--- config.mk ---
export PLATFORM = sky130hd
export DESIGN_NAME = control_sequencer
export DESIGN_NICKNAME = d
export VERILOG_FILES = /design/src/rtl/control_sequencer.sv
export SDC_FILE = /design/constraint.sdc
export NUM_CORES = 1
export LEC_CHECK = 0
export ABC_AREA = 1
export CORE_ASPECT_RATIO = 1.25
export CORE_MARGIN = 1
export CORE_UTILIZATION = 46
export CTS_CLUSTER_SIZE = 16
export DETAILED_ROUTE_END_ITERATION = 6
export PLACE_DENSITY = 0.79
export REMOVE_ABC_BUFFERS = 1
export SYNTH_ARGS = -nofsm -noshare
export SYNTH_HDL_FRONTEND = slang
export SYNTH_SLANG_ARGS = --single-unit
--- constraint.sdc ---
create_clock -name CLK -period 1.7 [get_ports CLK]
set_input_delay 0.34 -clock CLK [delete_from_list [all_inputs] [get_ports CLK]]
set_output_delay 0.34 -clock CLK [all_outputs]
set_load 0.1 [all_outputs]
--- src/rtl/control_sequencer.sv ---
// T-state control sequencer for a simple accumulator CPU: fetches over T1-T3,
// executes over T4-T6 (or fewer when EARLY_END=1), and parks in HALT on HLT.
module control_sequencer #(
  parameter bit EARLY_END = 1'b0
) (
  input  logic       CLK,
  input  logic       RESET,
  input  logic       run,
  input  logic       step_mode,
  input  logic       step,
  input  logic [3:0] ir_opcode,
  output logic       pc_inc,
  output logic       pc_oe,
  output logic       mar_we,
  output logic       mem_oe,
  output logic       ir_we,
  output logic       ir_oe,
  output logic       acc_we,
  output logic       acc_oe,
  output logic       breg_we,
  output logic       alu_oe,
  output logic       alu_sub,
  output logic       or_we,
  output logic [2:0] t_state,
  output logic       halted,
  output logic       instr_done,
  output logic [7:0] instr_count
);

  localparam logic [3:0] OP_LDA = 4'b0000;
  localparam logic [3:0] OP_ADD = 4'b0001;
  localparam logic [3:0] OP_SUB = 4'b0010;
  localparam logic [3:0] OP_OUT = 4'b1110;
  localparam logic [3:0] OP_HLT = 4'b1111;

  typedef enum logic [2:0] {
    T1   = 3'd1,
    T2   = 3'd2,
    T3   = 3'd3,
    T4   = 3'd4,
    T5   = 3'd5,
    T6   = 3'd6,
    HALT = 3'd7
  } state_t;

  state_t     state;
  state_t     state_nxt;
  logic [3:0] op_q;
  logic [3:0] op_dec;
  logic [7:0] count;
  logic       step_q;
  logic       step_rise;
  logic       adv;
  logic       active;
  logic       last;
  logic       is_alu;
  logic       is_mem;

  logic c_pc_inc, c_pc_oe, c_mar_we, c_mem_oe, c_ir_we, c_ir_oe;
  logic c_acc_we, c_acc_oe, c_breg_we, c_alu_oe, c_alu_sub, c_or_we;

  // T4 sees the opcode straight from the IR; later states use the copy taken in T4.
  always_comb begin
    step_rise = step & ~step_q;
    adv       = run & (step_mode ? step_rise : 1'b1);
    active    = adv & RESET & (state != HALT);
    op_dec    = (state == T4) ? ir_opcode : op_q;
    is_alu    = (op_dec == OP_ADD) || (op_dec == OP_SUB);
    is_mem    = is_alu || (op_dec == OP_LDA);
  end

  always_comb begin
    state_nxt = state;
    last      = 1'b0;
    c_pc_inc  = 1'b0;
    c_pc_oe   = 1'b0;
    c_mar_we  = 1'b0;
    c_mem_oe  = 1'b0;
    c_ir_we   = 1'b0;
    c_ir_oe   = 1'b0;
    c_acc_we  = 1'b0;
    c_acc_oe  = 1'b0;
    c_breg_we = 1'b0;
    c_alu_oe  = 1'b0;
    c_alu_sub = 1'b0;
    c_or_we   = 1'b0;
    case (state)
      T1: begin
        c_pc_oe   = 1'b1;
        c_mar_we  = 1'b1;
        state_nxt = T2;
      end
      T2: begin
        c_pc_inc  = 1'b1;
        state_nxt = T3;
      end
      T3: begin
        c_mem_oe  = 1'b1;
        c_ir_we   = 1'b1;
        state_nxt = T4;
      end
      T4: begin
        if (is_mem) begin
          c_ir_oe  = 1'b1;
          c_mar_we = 1'b1;
        end
        if (op_dec == OP_OUT) begin
          c_acc_oe = 1'b1;
          c_or_we  = 1'b1;
        end
        if (op_dec == OP_HLT) begin
          last      = 1'b1;
          state_nxt = HALT;
        end else if (EARLY_END && !is_mem) begin
          last      = 1'b1;
          state_nxt = T1;
        end else begin
          state_nxt = T5;
        end
      end
      T5: begin
        if (op_dec == OP_LDA) begin
          c_mem_oe = 1'b1;
          c_acc_we = 1'b1;
        end
        if (is_alu) begin
          c_mem_oe  = 1'b1;
          c_breg_we = 1'b1;
          c_alu_sub = (op_dec == OP_SUB);
        end
        if (EARLY_END && (op_dec == OP_LDA)) begin
          last      = 1'b1;
          state_nxt = T1;
        end else begin
          state_nxt = T6;
        end
      end
      T6: begin
        if (is_alu) begin
          c_alu_oe  = 1'b1;
          c_acc_we  = 1'b1;
          c_alu_sub = (op_dec == OP_SUB);
        end
        last      = 1'b1;
        state_nxt = T1;
      end
      HALT: state_nxt = HALT;
      default: state_nxt = T1;
    endcase
  end

  // Control word is live only on cycles that actually advance the sequencer.
  always_comb begin
    pc_inc     = active & c_pc_inc;
    pc_oe      = active & c_pc_oe;
    mar_we     = active & c_mar_we;
    mem_oe     = active & c_mem_oe;
    ir_we      = active & c_ir_we;
    ir_oe      = active & c_ir_oe;
    acc_we     = active & c_acc_we;
    acc_oe     = active & c_acc_oe;
    breg_we    = active & c_breg_we;
    alu_oe     = active & c_alu_oe;
    alu_sub    = active & c_alu_sub;
    or_we      = active & c_or_we;
    instr_done = active & last;
    t_state    = state;
    halted     = (state == HALT);
    instr_count = count;
  end

  always_ff @(posedge CLK) begin
    if (!RESET) begin
      state  <= T1;
      op_q   <= 4'd0;
      step_q <= 1'b0;
      count  <= 8'd0;
    end else begin
      step_q <= step;
      if (active) begin
        state <= state_nxt;
        if (state == T4) op_q <= ir_opcode;
        if (last) count <= count + 8'd1;
      end
    end
  end

endmodule

==> results.py, run 1 <==
metrics = {
    "clocking": {
        "cts_root_buf": "clkbuf_4",
        "clock_path_buffers": 2,
        "cts-hold-fix-buffers": 0,
        "numClockSinks": 16,
        "cts_buffers": 3,
        "htreeDepth": 1,
    },
    "yosys": {
        "ys_seq_area_frac": 0.289,
        "synth_edf_count": 0,
        "syn_avg_cell_area_um2": 6.88,
        "synth-async-reset-ratio": 0,
        "synth_area_um2": 1110,
        "syn_inst": 161,
        "yosysUniqueCellTypes": 28,
        "ys_ff_latch": 16,
        "synthFlopType": "dfxtp_1",
        "yosysWarnings": 0,
    },
    "run_status": {
        "status": "aborted with a tool error",
        "stop_stage": "global routing",
        "error_line": "[ERROR DPL-0038] Utilization greater than 100%, impossible to legalize",
    },
    "floorplan": {
        "ios": 34,
        "row_count": 19,
        "initial_core_util": 0.496,
        "die_y_um": 56.9,
        "fp.dieW_um": 45.9,
    },
    "place": {
        "io_buffers": 33,
        "place.gp.congestion": 0.968,
        "dp_hpwl_mm": 2.79,
    },
    "sta": {
        "worstEndpointGrtRepair": "alu_sub",
        "worstEpCategory": "primary output",
    },
    "global_route": {
        "grt_max_degree": 12,
    },
}
## cell usage after synthesis, types with 3 or more instances
master	instances	share of area
a21oi_1	11	0.050
nor2_1	14	0.047
nand3_1	20	0.090
o21ai_0	10	0.045
nand3b_1	3	0.020
dfxtp_1	16	0.29
nand2_1	26	0.088
nand4_1	7	0.040
buf_4	3	0.020
inv_1	21	0.071
nor2_4	4	0.041
nand2_2	5	0.028
## through the flow
stage                     utilization  TNS, ps  instance area, um2  instances  setup WS (ps)
after floorplan                     -   -34620                1060        155          -2840
after global placement          0.851    -8690                1900        249           -565
after detailed placement        0.851   -11090                1900        249           -655
after CTS                       0.951    -4760                2130        260           -442
## cells by family after synthesis
group	synth area share
XOR/XNOR	0.0237
flip-flops	0.289
buffers and inverters	0.127
AND/OR/NAND/NOR	0.441
AO/OA/AOI/OAI	0.108
adder cells (fa/ha/maj)	0.0113
## what timing repair did
item                       CTS
pin swaps                   12
buffers inserted             9
gates cloned                 0
resized for setup           59
setup endpoints to repair   22
==> run 2: changes to the inputs <==
--- a/config.mk
+++ b/config.mk
@@ -6,12 +6,10 @@
 export NUM_CORES = 1
 export LEC_CHECK = 0
 export ABC_AREA = 1
-export CORE_ASPECT_RATIO = 1.25
-export CORE_MARGIN = 1
-export CORE_UTILIZATION = 46
-export CTS_CLUSTER_SIZE = 16
+export CORE_AREA = 2 2 63 65
 export DETAILED_ROUTE_END_ITERATION = 6
-export PLACE_DENSITY = 0.79
+export DIE_AREA = 0 0 65 67
+export PLACE_DENSITY_LB_ADDON = 0.15
 export REMOVE_ABC_BUFFERS = 1
 export SYNTH_ARGS = -nofsm -noshare
 export SYNTH_HDL_FRONTEND = slang
==> run 2 against run 1 <==
  * Synthesized cell count stayed put
  * Area after synthesis stayed put
  * The flow now finishes, with violations (negative setup slack)
==> results.py, run 2 <==
metrics = {
    "detailed_routing": {
        "drt_iter0_markers": 53,
        "finalWirelength_mm": 3.35,
        "wl_per_cell_um": 12.2,
        "drt_pass1_iterations": 4,
        "num_vias": 1298,
        "route.detailed.drc": 0,
        "vias_per_cell": 4.72,
        "ant_nets": 0,
    },
    "layout": {
        "final_area_um2": 2150,
        "layout_commonest_cell": "buf_4",
        "drive_gt1_frac": 0.498,
        "diodes": 0,
        "layout_common_cells": "buf_4 (29), buf_12 (25), nand2_1 (20), inv_1 (17), nand3_1 (14)",
        "largest_reg_flops": 8,
        "nNetsFinal": 239,
        "areaGrowthSynthToFinish_pct": 94.2,
    },
    "setup_path": {
        "worstPathMaxFanout": 5,
        "cp-start-kind": "flop",
        "cp.required_ps": 1360,
        "end_kind": "output pin",
        "worstSetupPathType": "flop to output pin",
        "worst-endpoint-arrival_ps": 1740,
    },
    "sta": {
        "hold_viol": 0,
        "fin_crit_sh": 1.22,
        "slew_viol_final": 0,
        "setup_ws_ps": -379,
        "slew_headroom": 0.808,
        "fmax_mhz": 481,
        "finalCriticalPeriod_ps": 2080,
        "setup_viol": 13,
        "fin_hold_ws_ps": 389,
        "tightest_slew_ps": 288,
        "rsz0062_at_grt": "yes",
        "tns_ps": -3700,
        "fin_skew_ps": 4.85,
    },
    "floorplan": {
        "row_count": 22,
        "initial_core_util": 0.307,
        "ios": 34,
        "die_y_um": 67,
        "fp.dieW_um": 65,
        "die_area_um2": 4360,
        "core-area_um2": 3610,
    },
    "power_and_ir_drop": {
        "irDropWorstVdd_uv": 463,
        "p_per_area_nw_per_um2": 460,
        "total_power_uw": 989,
        "power_leakage_uw": 0.000906,
    },
    "clocking": {
        "htreeDepth": 1,
        "clock_path_buffers": 2,
        "path_clk_slew_ps": 60,
        "cts_root_buf": "clkbuf_8",
        "cts_buffers": 3,
        "numClockSinks": 16,
        "cts_tree": "yes",
        "clock_latency_ps": 250,
    },
    "yosys": {
        "syn_inst": 161,
        "synth_area_um2": 1110,
        "yosysUniqueCellTypes": 28,
        "netlist.area_leader.share": 0.289,
        "synth_edf_count": 0,
        "ys_seq_area_frac": 0.289,
        "syn_avg_cell_area_um2": 6.88,
        "yosysWarnings": 0,
        "synth.most_common_cell": "nand2_1",
        "yosys.area.top_type": "dfxtp_1",
        "ys_top_cells_by_area": "dfxtp_1 (29%), nand3_1 (9.0%), nand2_1 (8.8%), inv_1 (7.1%), a21oi_1 (5.0%)",
        "synth-async-reset-ratio": 0,
        "ys_ff_latch": 16,
        "synth_commonest_cells": "nand2_1 (26), inv_1 (21), nand3_1 (20)",
        "synthFlopType": "dfxtp_1",
    },
    "place": {
        "place.gp.congestion": 0.785,
        "dp_hpwl_mm": 2.60,
        "placed_area_um2": 1950,
        "io_buffers": 33,
    },
    "run": {
        "maxCapViolCount": 0,
    },
    "min_path": {
        "hold_class": "input port to flop",
    },
    "global_route": {
        "overflow": 0,
        "antenna_found_initial": 0,
        "grt_max_degree": 12,
        "grt_pass1_vias": 1270,
        "grt_pass1_wl_mm": 5.73,
        "grt_usage": 0.170,
    },
    "run_status": {
        "violations": "negative setup slack",
        "status": "finished, violations left",
    },
}
run 2: cell counts after synthesis:
Identical to the previous run, type by type.
run 2: layout make-up:
cell class	instances	area, um2
fillers	337	1460
repair buffers	69	870
multi-input cells	116	754
flip-flops and latches	16	332
inverters	23	93.8
well taps	48	60.1
clock buffers	3	41.3
run 2: logic make-up after synthesis:
kind of cell / Yosys count / share of synthesized area
AOI/OAI and AO/OA: 23 / 0.108
xor gates and xnor gates: 3 / 0.0237
DFF: 16 / 0.289
and+or+nand+nor: 89 / 0.441
adders and majority gates: 1 / 0.0113
buffers and inverters: 29 / 0.127
run 2: metrics by stage:
stage	utilization	setup slack, ps	cells
3_5_place_dp	0.540	-642	269
2_1_floorplan	-	-2840	155
6_report	0.596	-379	275
3_3_place_gp	0.540	-584	269
5_1_grt	0.596	-458	275
4_1_cts	0.586	-371	275
run 2: path summary, 6_finish.rpt:
check,cells past startpoint,slack [ps],from,endpoint
setup reg to reg,12,50,t_state[0],instr_count[0]
hold / removal,3,390,step,step_q
hold reg to reg,2,470,op_q[1],op_q[1]
setup / recovery,8,-380,t_state[0],mem_oe
run 2: per-layer routing:
| metal | GRT usage | part of all wire | vias up |
|---|---|---|---|
| li1 | - | - | 660 |
| met1 | 0.191 | 0.42 | 614 |
| met2 | 0.323 | 0.54 | 20 |
| met3 | 0.0389 | 0.034 | 4 |
| met4 | 0.0399 | 0.0090 | 0 |
| met5 | 0 | 0 | - |
run 2: worst max-delay path, stage by stage (launching register included):
cell	delay, ps
dfxtp_4	370
nor2_8	140
nand3b_1	110
nand2_2	80
and2_4	180
nand4_1	160
o21ai_1	140
buf_4	140
buf_12	160
run 2: power breakdown:
group	switching (uW)	total, uW	internal, uW
Clock	128	285	157
Sequential	11.6	394	383
Combinational	188	309	121
run 2: timing repair:
action,4_1_cts,5_1_grt
gates resized for setup,50,9
pin swaps,16,13
hold buffers,0,0
buffers inserted,3,0
endpoints found under the setup margin,22,19
Power figures use the tool's default switching activity.
==> run 3: changes to the inputs <==
--- a/config.mk
+++ b/config.mk
@@ -6,11 +6,13 @@
 export NUM_CORES = 1
 export LEC_CHECK = 0
 export ABC_AREA = 1
+export CAP_MARGIN = 20
 export CORE_AREA = 2 2 63 65
 export DETAILED_ROUTE_END_ITERATION = 6
 export DIE_AREA = 0 0 65 67
 export PLACE_DENSITY_LB_ADDON = 0.15
 export REMOVE_ABC_BUFFERS = 1
+export SLEW_MARGIN = 20
 export SYNTH_ARGS = -nofsm -noshare
 export SYNTH_HDL_FRONTEND = slang
 export SYNTH_SLANG_ARGS = --single-unit
==> results of run 3 <==
Same layout as run 2: the final DEF is identical, and so are final timing and power.
==> run 4: changes to the inputs <==
--- a/config.mk
+++ b/config.mk
@@ -7,6 +7,8 @@
 export LEC_CHECK = 0
 export ABC_AREA = 1
 export CAP_MARGIN = 20
+export CELL_PAD_IN_SITES_DETAIL_PLACEMENT = 0
+export CELL_PAD_IN_SITES_GLOBAL_PLACEMENT = 1
 export CORE_AREA = 2 2 63 65
 export DETAILED_ROUTE_END_ITERATION = 6
 export DIE_AREA = 0 0 65 67
==> run 4 against run 3 <==
  * Cell area is 3.1% higher
  * Combinational power up 5%
  * Cell count grew 2.5%
  * Maximum frequency decreased by 0.60%
  * Clock power rose by 2%
  * Critical path type unchanged
  * Register-to-register slack gained 20 ps
  * The run still ends with negative setup slack left
  * Setup slack got worse by 13 ps
  * Critical path depth did not move
  * First-iteration DRC count down 32%
  * Total power rose by 2.0%
==> results.py, run 4 (synthesis gave the netlist of run 2 again) <==
metrics = {
    "detailed_routing": {
        "wl_per_cell_um": 11.7,
        "drt_iter0_markers": 36,
        "finalWirelength_mm": 3.30,
        "route.detailed.drc": 0,
        "drt_pass1_iterations": 4,
        "vias_per_cell": 4.54,
        "num_vias": 1280,
        "ant_nets": 0,
    },
    "sta": {
        "slew_viol_final": 0,
        "fmax_mhz": 478,
        "setup_viol": 14,
        "finalCriticalPeriod_ps": 2090,
        "rsz0062_at_grt": "yes",
        "slew_headroom": 0.804,
        "setup_ws_ps": -391,
        "tightest_slew_ps": 294,
        "fin_crit_sh": 1.23,
        "fin_skew_ps": 1.87,
        "hold_viol": 0,
    },
    "layout": {
        "diodes": 0,
        "layout_commonest_cell": "buf_4",
        "drive_gt1_frac": 0.538,
        "layout_common_cells": "buf_4 (39), buf_12 (25), nand2_1 (20), inv_1 (17)",
        "fin_util": 0.615,
        "multiInputGateArea_um2": 785,
        "nNetsFinal": 246,
        "largest_reg_flops": 8,
        "fill_cells": 326,
        "register_area_um2": 329,
        "areaGrowthSynthToFinish_pct": 100,
    },
    "run_status": {
        "status": "finished, violations left",
        "violations": "negative setup slack",
    },
    "setup_path": {
        "critPathSlowestCell": "dfxtp_4",
        "cp.required_ps": 1360,
        "worst-endpoint-arrival_ps": 1750,
        "worstPathMaxFanout": 5,
        "worstSetupPathType": "flop to output pin",
        "cp_slowest_stage_delay_ps": 370,
        "crit_family": "simple AND/OR/NAND/NOR gates",
        "path_cells": "nor2_8 -> nand3b_1 -> nand2_2 -> and2_4 -> nand3_2 -> a211oi_2 -> buf_4 -> buf_12",
        "end_kind": "output pin",
        "cp-start-kind": "flop",
        "cp_num_buf_inv": 2,
    },
    "run": {
        "maxCapViolCount": 0,
    },
    "place": {
        "place.gp.congestion": 0.774,
        "io_buffers": 33,
        "post-place-ws_ps": -669,
        "dp_hpwl_mm": 2.48,
    },
    "global_route": {
        "grt_pass1_vias": 1238,
        "grt_max_degree": 12,
        "overflow": 0,
        "grt_pass1_wl_mm": 5.37,
        "grt_usage": 0.158,
        "antenna_found_initial": 0,
    },
    "floorplan": {
        "die_y_um": 67,
        "die_area_um2": 4360,
        "row_count": 22,
        "ios": 34,
        "initial_core_util": 0.307,
        "fp.dieW_um": 65,
        "core-area_um2": 3610,
    },
    "clocking": {
        "cts_tree": "yes",
        "numClockSinks": 16,
        "path_clk_slew_ps": 60,
        "cts_root_buf": "clkbuf_8",
        "htreeDepth": 1,
        "cts-hold-fix-buffers": 0,
        "clock_latency_ps": 250,
        "cts_buffers": 3,
        "clock_path_buffers": 2,
    },
    "power_and_ir_drop": {
        "p_per_area_nw_per_um2": 455,
        "irDropWorstVdd_uv": 356,
        "power_leakage_uw": 0.000950,
        "total_power_uw": 1010,
    },
    "min_path": {
        "hold_class": "input port to flop",
    },
}
-- run 4: power breakdown --
group	switching (uW)	internal, uW	total [uW]
sequential	11.3	383	394
combinational	193	130	323
clock	134	157	292
-- run 4: what timing repair did --
item / 4_1_cts / 5_1_grt
buffers inserted: 8 / 3
pin swaps: 14 / 12
resized for setup: 42 / 20
endpoints found under the setup margin: 22 / 21
-- run 4: metal layers --
| layer | GRT usage | vias to the layer above | wire length, um |
|---|---|---|---|
| li1 | - | 673 | - |
| met1 | 0.196 | 575 | 1520 |
| met2 | 0.277 | 32 | 1620 |
| met3 | 0.0405 | 0 | 153 |
| met4 | 0.0266 | 0 | 0 |
| met5 | 0 | - | 0 |
-- run 4: cell type report --
| cell class | count | area share |
|---|---|---|
| Multi-Input combinational cell | 116 | 0.354 |
| Sequential cell | 16 | 0.148 |
| Inverter | 23 | 0.0412 |
| Tap cell | 48 | 0.0271 |
| Timing Repair Buffer | 76 | 0.411 |
| Clock buffer | 3 | 0.0186 |
-- run 4: path summary, 6_finish.rpt --
check / startpoint / slack [ps] / cells after the start / to
worst max-delay path: t_state[0] / -390 / 8 / alu_sub
worst min-delay path: step / 410 / 3 / step_q
worst min register to register: op_q[1] / 460 / 2 / op_q[1]
worst max register to register: t_state[0] / 70 / 12 / instr_count[4]
-- run 4: per-stage QoR --
step / setup TNS (ps) / hold slack, ps / instance area (um2) / std cells
after floorplan: -34620 / 429 / 1060 / 155
after global placement: -9600 / 444 / 1950 / 269
after detailed placement: -10640 / 452 / 1950 / 269
after CTS: -3870 / 388 / 2140 / 280
after global routing: -5600 / 425 / 2220 / 282
final: -4040 / 406 / 2220 / 282
-- run 4: tightest hold or removal path: stages --
cell             delay [ps]
clkdlybuf4s15_1         190
nand2_1                  60
inv_1                    50
